$ cat src/rtl/game_state_ctrl.sv
// Game phase sequencer: menu / playing / continue / final, with lives and level tracking.
// Phase changes are requested by events and committed only on a frame-start tick.
module game_state_ctrl #(
    parameter int LIVES_INIT     = 3,
    parameter int LIVES_BITS     = 2,
    parameter int MAX_LEVEL      = 4,
    parameter int LEVEL_BITS     = 3,
    parameter int CONT_FRAMES    = 120,
    parameter int FINAL_FRAMES   = 300,
    parameter int FRAME_CNT_BITS = 9
) (
    input  logic                  clk_i,
    input  logic                  rst_ni,
    input  logic                  frame_tick_i,
    input  logic                  start_btn_i,
    input  logic                  continue_btn_i,
    input  logic                  player_hit_i,
    input  logic                  level_clear_i,
    output logic                  is_menu_o,
    output logic                  is_playing_o,
    output logic                  is_continue_o,
    output logic                  is_final_o,
    output logic                  won_o,
    output logic [LIVES_BITS-1:0] lives_o,
    output logic [LEVEL_BITS-1:0] level_o,
    output logic                  state_change_o
);

    typedef enum logic [3:0] {
        ST_MENU  = 4'b0001,
        ST_PLAY  = 4'b0010,
        ST_CONT  = 4'b0100,
        ST_FINAL = 4'b1000
    } phase_e;

    localparam logic [FRAME_CNT_BITS-1:0] CONT_LAST   = FRAME_CNT_BITS'(CONT_FRAMES - 1);
    localparam logic [FRAME_CNT_BITS-1:0] FINAL_LAST  = FRAME_CNT_BITS'(FINAL_FRAMES - 1);
    localparam logic [LEVEL_BITS-1:0]     LAST_LEVEL  = LEVEL_BITS'(MAX_LEVEL);
    localparam logic [LIVES_BITS-1:0]     LIVES_START = LIVES_BITS'(LIVES_INIT);

    phase_e                      state_q, state_d;
    phase_e                      pend_state_q, pend_state_d;
    logic                        pend_vld_q, pend_vld_d;
    logic                        pend_won_q, pend_won_d;
    logic [FRAME_CNT_BITS-1:0]   frame_cnt_q, frame_cnt_d;
    logic [LIVES_BITS-1:0]       lives_q, lives_d;
    logic [LEVEL_BITS-1:0]       level_q, level_d;
    logic                        won_q, won_d;
    logic                        chg_q, chg_d;
    logic                        start_btn_q, cont_btn_q;

    logic start_edge_s, cont_edge_s, kill_s, hold_s, timeout_s, commit_s;
    logic game_start_s, next_level_s, lives_dec_s;

    assign start_edge_s = start_btn_i & ~start_btn_q;
    assign cont_edge_s  = continue_btn_i & ~cont_btn_q;
    assign kill_s       = player_hit_i & (lives_q == LIVES_BITS'(1));
    assign hold_s       = (state_q == ST_CONT) | (state_q == ST_FINAL);
    assign timeout_s    = ((state_q == ST_CONT)  & (frame_cnt_q == CONT_LAST)) |
                          ((state_q == ST_FINAL) & (frame_cnt_q == FINAL_LAST));

    // State, pending request, counters and output registers.
    always_ff @(posedge clk_i or negedge rst_ni) begin
        if (!rst_ni) begin
            state_q      <= ST_MENU;
            pend_state_q <= ST_MENU;
            pend_vld_q   <= 1'b0;
            pend_won_q   <= 1'b0;
            frame_cnt_q  <= '0;
            lives_q      <= '0;
            level_q      <= '0;
            won_q        <= 1'b0;
            chg_q        <= 1'b0;
            start_btn_q  <= 1'b0;
            cont_btn_q   <= 1'b0;
        end else begin
            state_q      <= state_d;
            pend_state_q <= pend_state_d;
            pend_vld_q   <= pend_vld_d;
            pend_won_q   <= pend_won_d;
            frame_cnt_q  <= frame_cnt_d;
            lives_q      <= lives_d;
            level_q      <= level_d;
            won_q        <= won_d;
            chg_q        <= chg_d;
            start_btn_q  <= start_btn_i;
            cont_btn_q   <= continue_btn_i;
        end
    end

    // Next phase: commit a pending request or a hold-screen timeout on a tick, else latch new requests.
    always_comb begin
        state_d      = state_q;
        pend_state_d = pend_state_q;
        pend_vld_d   = pend_vld_q;
        pend_won_d   = pend_won_q;
        frame_cnt_d  = frame_cnt_q;
        commit_s     = 1'b0;
        if (frame_tick_i && pend_vld_q) begin
            state_d     = pend_state_q;
            pend_vld_d  = 1'b0;
            frame_cnt_d = '0;
            commit_s    = 1'b1;
        end else if (frame_tick_i && timeout_s) begin
            state_d     = (state_q == ST_CONT) ? ST_PLAY : ST_MENU;
            frame_cnt_d = '0;
            commit_s    = 1'b1;
        end else begin
            if (frame_tick_i && hold_s && !pend_vld_q) begin
                frame_cnt_d = frame_cnt_q + FRAME_CNT_BITS'(1);
            end else begin
                frame_cnt_d = frame_cnt_q;
            end
            if (!pend_vld_q) begin
                case (state_q)
                    ST_MENU: begin
                        pend_vld_d   = start_edge_s;
                        pend_state_d = ST_PLAY;
                        pend_won_d   = 1'b0;
                    end
                    ST_PLAY: begin
                        // A killing hit takes priority over a simultaneous clear.
                        if (kill_s) begin
                            pend_vld_d   = 1'b1;
                            pend_state_d = ST_FINAL;
                            pend_won_d   = 1'b0;
                        end else if (level_clear_i) begin
                            pend_vld_d   = 1'b1;
                            pend_state_d = (level_q == LAST_LEVEL) ? ST_FINAL : ST_CONT;
                            pend_won_d   = (level_q == LAST_LEVEL);
                        end else begin
                            pend_vld_d   = 1'b0;
                        end
                    end
                    ST_CONT: begin
                        pend_vld_d   = cont_edge_s;
                        pend_state_d = ST_PLAY;
                        pend_won_d   = 1'b0;
                    end
                    ST_FINAL: begin
                        pend_vld_d   = start_edge_s;
                        pend_state_d = ST_MENU;
                        pend_won_d   = 1'b0;
                    end
                    default: begin
                        pend_vld_d   = 1'b1;
                        pend_state_d = ST_MENU;
                        pend_won_d   = 1'b0;
                    end
                endcase
            end else begin
                pend_vld_d = pend_vld_q;
            end
        end
    end

    assign game_start_s = commit_s & (state_q == ST_MENU) & (state_d == ST_PLAY);
    assign next_level_s = commit_s & (state_q == ST_CONT) & (state_d == ST_PLAY);
    assign lives_dec_s  = (state_q == ST_PLAY) & player_hit_i & (lives_q != '0);

    // Lives, level, win flag and change pulse; score values persist through MENU until a new game.
    always_comb begin
        if (game_start_s) begin
            lives_d = LIVES_START;
        end else if (lives_dec_s) begin
            lives_d = lives_q - LIVES_BITS'(1);
        end else begin
            lives_d = lives_q;
        end
        if (game_start_s) begin
            level_d = LEVEL_BITS'(1);
        end else if (next_level_s) begin
            level_d = level_q + LEVEL_BITS'(1);
        end else begin
            level_d = level_q;
        end
        if (game_start_s) begin
            won_d = 1'b0;
        end else if (commit_s && state_d == ST_FINAL) begin
            won_d = pend_won_q;
        end else begin
            won_d = won_q;
        end
        chg_d = commit_s;
    end

    assign is_menu_o      = state_q[0];
    assign is_playing_o   = state_q[1];
    assign is_continue_o  = state_q[2];
    assign is_final_o     = state_q[3];
    assign won_o          = won_q;
    assign lives_o        = lives_q;
    assign level_o        = level_q;
    assign state_change_o = chg_q;

endmodule

$ cat config.mk
export PLATFORM = sky130hd
export DESIGN_NAME = game_state_ctrl
export DESIGN_NICKNAME = d
export VERILOG_FILES = /design/src/rtl/game_state_ctrl.sv
export SDC_FILE = /design/constraint.sdc
export NUM_CORES = 1
export LEC_CHECK = 0
export BUFFER_PORTS_ARGS = -buffer_cell sky130_fd_sc_hd__clkbuf_2
export CORE_MARGIN = 2
export CORE_UTILIZATION = 51
export DETAILED_ROUTE_END_ITERATION = 8
export PLACE_DENSITY = 0.71
export SLEW_MARGIN = 20
export SYNTH_ARGS = -nofsm -noshare
export SYNTH_HDL_FRONTEND = slang
export SYNTH_SLANG_ARGS = --single-unit
$ cat constraint.sdc
create_clock -name clk_i -period 2.25 [get_ports clk_i]
set_clock_uncertainty 0.2 [all_clocks]
set_input_delay 0.1125 -clock clk_i [delete_from_list [all_inputs] [get_ports clk_i]]
set_output_delay 0.1125 -clock clk_i [all_outputs]
set_load 0.01 [all_outputs]
==> metrics.txt, run 1 <==
Met2 Wirelength 1.55 mm; Yosys warning total 0; initial antenna violation count 0; RSZ-0062 raised after global routing yes; largest net degree at the start of global routing 29; Max Transition Viols Final 0; Critical Path End Type register; fill count 240; CTS root buffer clkbuf_4; die height 59.4 um; Post-DP Area 0.00178 mm2; Top Layer Used met4; HPWL Detailed 2.49 mm; pwr/cell area 977 mW/mm2; Die W 59.4 um; sequential area share after synthesis 44.9%; fin nets 214; Setup CP Type reg2reg; Via Count 1345; CP Buf/Inv Count 1; Worst-path clk slew 140 ps; Worst slew margin 55.6%; Ports 18; Worst-Skew Late Latency 310 ps; leading cell types in the layout, fill and taps excluded dfrtp_1 (26), nand2_1 (19), buf_4 (19); DRT met1 WL 1.63 mm; flops & latches, synth 28; Initial Util 52.6%; slowest CP cell or4b_4; Setup crit start frame_cnt_q[0]; Sink Count 28; metal3 WL 133 um; maximum clock insertion buffer count 2; RePlAce Congestion 0.870; dpl ws -26.9 ps; row cnt 20; final instance area 0.00194 mm2; crit path DAT 2230 ps; DR iter-0 viols 64; share of layout cells above drive strength 1 30.0%; nature of the critical path startpoint register; multi-input logic area 848 um2; WL/cell 14.4 um; Crit path max-delay family simple AND/OR/NAND/NOR gates; final number of setup-violating endpoints 0; Slew @ Worst Pin 666 ps; Yosys cell types 44; most common cell after layout, fill and taps aside dfrtp_1; post-synth net total 173; Synth Flop Type dfrtp_1; CTS tree done; Worst Path Required 2270 ps; core area 0.00298 mm2; register area 703 um2; Port-buffer cells 17; area delta synth->final 23.6%; drt via density 5.77; Static Leak 0.889 nW; DRT Pass-1 Iters 4; post-layout util 65.0%; first-pass GRT wire length 5.60 mm; Die Area 0.00353 mm2; Final min period 2210 ps; Peak VDD IR 0.000569 V; vias in the first global route 1282; reg2reg start frame_cnt_q[0]; Worst Slack Setup Final 40.9 ps; grt ovf 0; drc violations 0; Synth Instances 161; H-tree Lvls 1; Antenna diodes 0; maxcap violations 0; dpl cells 220; antenna viol nets, final 0; Post-Syn Area 0.00157 mm2; Hold/Removal Path Class in2async; maximum clock frequency 453 MHz; period utilization 98.2%; ys async rst share 100%; Synth Area per Inst 9.73 um2; CTS Buf Count 3; worst-path maximum fanout 4; Final Hold Fails 0; total track usage 21.0%; Routed WL 3.35 mm; status complete, no violations; total power 1.89 mW; number of synthesized flops with an enable pin 0; CP cell instances ha_2, or4b_4, nor4_4, buf_4, a22oi_2, and2_4, a22o_1; Max stage delay on crit path 470 ps; Cell Count, Final, Fillers Out 233
==> routing by layer <==
| layer | track usage [%] | vias to the layer above |
|---|---|---|
| met5 | 0 | - |
| met4 | 9.09 | 0 |
| met3 | 2.62 | 4 |
| met2 | 32.0 | 34 |
| met1 | 30.0 | 653 |
| li1 | - | 654 |
==> what timing repair did <==
action,in CTS,in global routing
setup buffers,2,2
pin swaps,3,9
gates resized for setup,2,9
endpoints found under the setup margin,16,12
hold buffers,6,0
hold endpoints to repair,33,0
==> power by group <==
| group | leakage, nW | switching [mW] | internal [mW] | total [mW] |
|---|---|---|---|---|
| clock network | 0.0138 | 0.134 | 0.0626 | 0.197 |
| logic | 0.516 | 0.497 | 0.436 | 0.933 |
| registers | 0.360 | 0.129 | 0.635 | 0.763 |
| total | 0.889 | 0.759 | 1.13 | 1.89 |
==> synthesized netlist by cell type, types with 2 or more instances <==
cell type / number / area share [%]
a21oi_1: 9 / 2.9
a22o_1: 3 / 1.7
and2_1: 2 / 0.80
and3_1: 4 / 1.6
buf_6: 3 / 2.2
clkbuf_1: 2 / 0.48
dfrtp_1: 26 / 42
dfstp_2: 2 / 3.4
ha_1: 5 / 4.0
inv_1: 6 / 1.4
mux2i_1: 2 / 1.3
nand2_1: 20 / 4.8
nand3_1: 6 / 1.9
nand3b_1: 2 / 0.96
nand4_1: 4 / 1.6
nor2_1: 15 / 3.6
nor2b_1: 2 / 0.80
nor3_1: 4 / 1.3
nor4_1: 2 / 0.80
nor4b_1: 4 / 2.2
o21ai_0: 6 / 1.9
or3_1: 3 / 1.2
xnor2_1: 5 / 2.8
xor2_1: 4 / 2.2
==> stage by stage <==
stage | setup TNS (ps) | hold slack (ps)
2_1_floorplan | -15.9 | -383
3_3_place_gp | 0 | -24.7
3_5_place_dp | -42.4 | -13.2
4_1_cts | -3.90 | 169
5_1_grt | -156 | 186
6_report | 0 | 142
==> cell families (layout without fill, tap and decap cells) <==
logic type | count (synthesis) | after routing | share of synthesized area [%]
AOI/OAI and AO/OA | 25 | 25 | 10.3
xor gates and xnor gates | 9 | 9 | 5.03
adders and majority gates | 5 | 5 | 3.99
buffers and inverters | 13 | 52 | 4.87
DFF | 28 | 28 | 44.9
muxes | 3 | 3 | 2.00
and+or+nand+nor | 78 | 78 | 28.9
==> registers in the layout (all words and copies together) (netlist names) <==
name	count
state_change_o	1
cont_btn_q	1
state_q	4
frame_cnt_q	9
start_btn_q	1
level_o	3
lives_o	2
pend_vld_q	1
pend_won_q	1
won_o	1
pend_state_q	4
==> path summary, 6_finish.rpt <==
| check | depth (start not counted) | endpoint | slack (ps) |
|---|---|---|---|
| setup / recovery | 7 | level_o[2] | 40 |
| hold / removal | 2 | frame_cnt_q[6] | 140 |
| setup reg to reg | 7 | level_o[2] | 40 |
| hold reg to reg | 1 | pend_won_q | 330 |
| max in group asynchronous | 2 | lives_o[0] | 1290 |
| min in group clk_i | 2 | cont_btn_q | 250 |
==> layout make-up <==
class                   instances  share of cell area [%]
multi-input cells             120                    43.8
well taps                      33                    2.13
inverters                       6                    1.16
flip-flops and latches         28                    36.3
repair buffers                 43                    15.4
clock buffers                   3                    1.16
(Power assumes the default switching activity.)
==> inputs of run 2 (changes only) <==
- CORE_UTILIZATION: 51 -> 40
- PLACE_DENSITY: 0.71 -> 0.57
==> run 2 against run 1 <==
  * Total power grew 4.6%
  * Fmax decreased by 1.3%
  * Final area increased by 1.5%
  * Via count decreased by 2.6%
  * Sequential cell count is the same
  * Clock-buffer cell count is 1 higher
  * Largest cell class unchanged
  * Register-to-register slack got worse by 30 ps
  * Non-clock buffer count did not move
  * Clock power grew 46%
==> metrics.txt, run 2 (synthesis results as in run 1) <==
status complete, no violations; Worst-Skew Late Latency 270 ps (-40 ps); drc violations 0 (unchanged); RSZ-0062 raised after global routing yes; critical path endpoint pend_state_q[1]; Max stage delay on crit path 620 ps (+150 ps); worst-path maximum fanout 3 (-1); R2R depth 6 (-1); Most flops, register frame_cnt_q; crit path DAT 2210 ps (-20 ps); die height 66.6 um (+12%); total power 1.98 mW (+4.6%); Final min period 2240 ps (+29.7 ps); Initial Util 42.2% (-10 points); Die W 66.6 um (+12%); Hold/Removal Path Class in2reg; slowest CP cell or4b_1; share of layout cells above drive strength 1 29.9% (-0.15 points); period utilization 99.5% (+1.3 points); initial antenna violation count 0 (unchanged); WL/cell 14.5 um (+0.88%); Static Leak 0.901 nW (+1.3%); Die Area 0.00443 mm2 (+26%); vias in the first global route 1286 (+0.31%); largest net degree at the start of global routing 29 (unchanged); antenna viol nets, final 0 (unchanged); Worst slew margin 53.5% (-2.1 points); max FFs per register 9 (unchanged); Ports 18 (unchanged); area delta synth->final 25.5%; Critical Path End Type register; RePlAce Congestion 0.944 (+8.4%); CTS root buffer clkbuf_8; Worst Slack Setup Final 11.2 ps (-29.7 ps); Antenna diodes 0 (unchanged); capturing point of the worst reg2reg path pend_state_q[1]; Slew @ Worst Pin 698 ps (+32.0 ps); CP cell instances or4b_1, nor4_4, buf_4, nor3_4, nand2_2, mux2_4; post-layout util 52.9% (-12 points); leading cell types in the layout, fill and taps excluded dfrtp_1 (26), buf_4 (20), nand2_1 (19); Via Count 1310 (-2.6%); core area 0.00372 mm2 (+25%); reg2reg start state_q[1]; maxcap violations 0 (unchanged); Worst Path Required 2220 ps (-50 ps); CTS Buf Count 3 (unchanged); maximum clock frequency 447 MHz (-1.3%); nature of the critical path startpoint register; pwr/cell area 1010 mW/mm2 (+3.1%); Final Hold Fails 0 (unchanged); first-pass GRT wire length 6.13 mm (+9.6%); DRT Pass-1 Iters 4 (unchanged); Regs by FF count frame_cnt_q: 9 flops, pend_state_q: 4 flops, state_q: 4 flops; CTS tree done; Peak VDD IR 0.000499 V (-12%); dpl ws -30.4 ps (-3.51 ps); Routed WL 3.62 mm (+7.8%); Port-buffer cells 17 (unchanged); grt ovf 0 (unchanged); row cnt 22 (+10%); drt via density 5.26 (-8.9%); most common cell after layout, fill and taps aside dfrtp_1; H-tree Lvls 1 (unchanged); Worst-path clk slew 100 ps (-40 ps); final number of setup-violating endpoints 0 (unchanged); Max Transition Viols Final 0 (unchanged); DR iter-0 viols 85 (+33%); r2r setup slk 10 ps (-30 ps); maximum clock insertion buffer count 2 (unchanged); Setup crit start state_q[1]; HPWL Detailed 2.70 mm (+8.5%); Sink Count 28 (unchanged); total track usage 17.9% (-3.1 points); fin nets 214 (unchanged); Setup CP Type reg2reg
run 2: power breakdown:
| part | internal, mW | switching [mW] | total [mW] |
|---|---|---|---|
| Sequential | 0.635 | 0.125 | 0.760 |
| Clock | 0.127 | 0.160 | 0.287 |
| Combinational | 0.432 | 0.501 | 0.933 |
| Total | 1.19 | 0.786 | 1.98 |
run 2: worst min path at each step:
stage            startpoint  cells past startpoint              to  slack [ps]
3_3_place_gp         rst_ni                      1  frame_cnt_q[4]         -10
2_1_floorplan        rst_ni                      0      cont_btn_q        -380
5_1_grt        frame_tick_i                      4      state_q[0]          60
4_1_cts        player_hit_i                      3      lives_o[1]          30
6_report       player_hit_i                      3      lives_o[1]          30
3_5_place_dp         rst_ni                      1  frame_cnt_q[4]           6
run 2: metrics by stage:
step | TNS [ps] | std cells | hold WS [ps] | instance area [um2]
final | 0 | 249 | 26.3 | 1970
after global routing | -439 | 249 | 61.9 | 1970
after CTS | 0 | 245 | 30.0 | 1900
after detailed placement | -51.6 | 237 | 5.64 | 1810
after global placement | 0 | 237 | -13.8 | 1810
after floorplan | -15.9 | 161 | -383 | 1580
run 2: area by class of cell:
type / instances / area [um2]
fill: 363 / 1750
multi-input combinational: 120 / 837
sequential: 28 / 703
timing repair buffer: 43 / 298
tap: 48 / 60.1
clock buffer: 4 / 45.0
inverter: 6 / 22.5
run 2: layer usage:
metal  GRT usage, %  wire length (um)
met3           2.36                80
met4           3.83                16
met2           27.1              1570
met1           27.2              1950
met5              0                 0
run 2: what timing repair did:
item                                   in CTS  in global routing
setup buffers                               0                  4
setup endpoints to repair                   3                 14
hold buffers                                4                  0
pin swaps                                   0                 12
endpoints found under the hold margin      30                  0
gates resized for setup                     1                  9
run 2: worst max-delay path: cells and delay by family (launching register included):
family / cells / cell delay [ps]
buf+inv: 1 / 180
flops: 1 / 410
mux: 1 / 300
simple gates: 4 / 1040
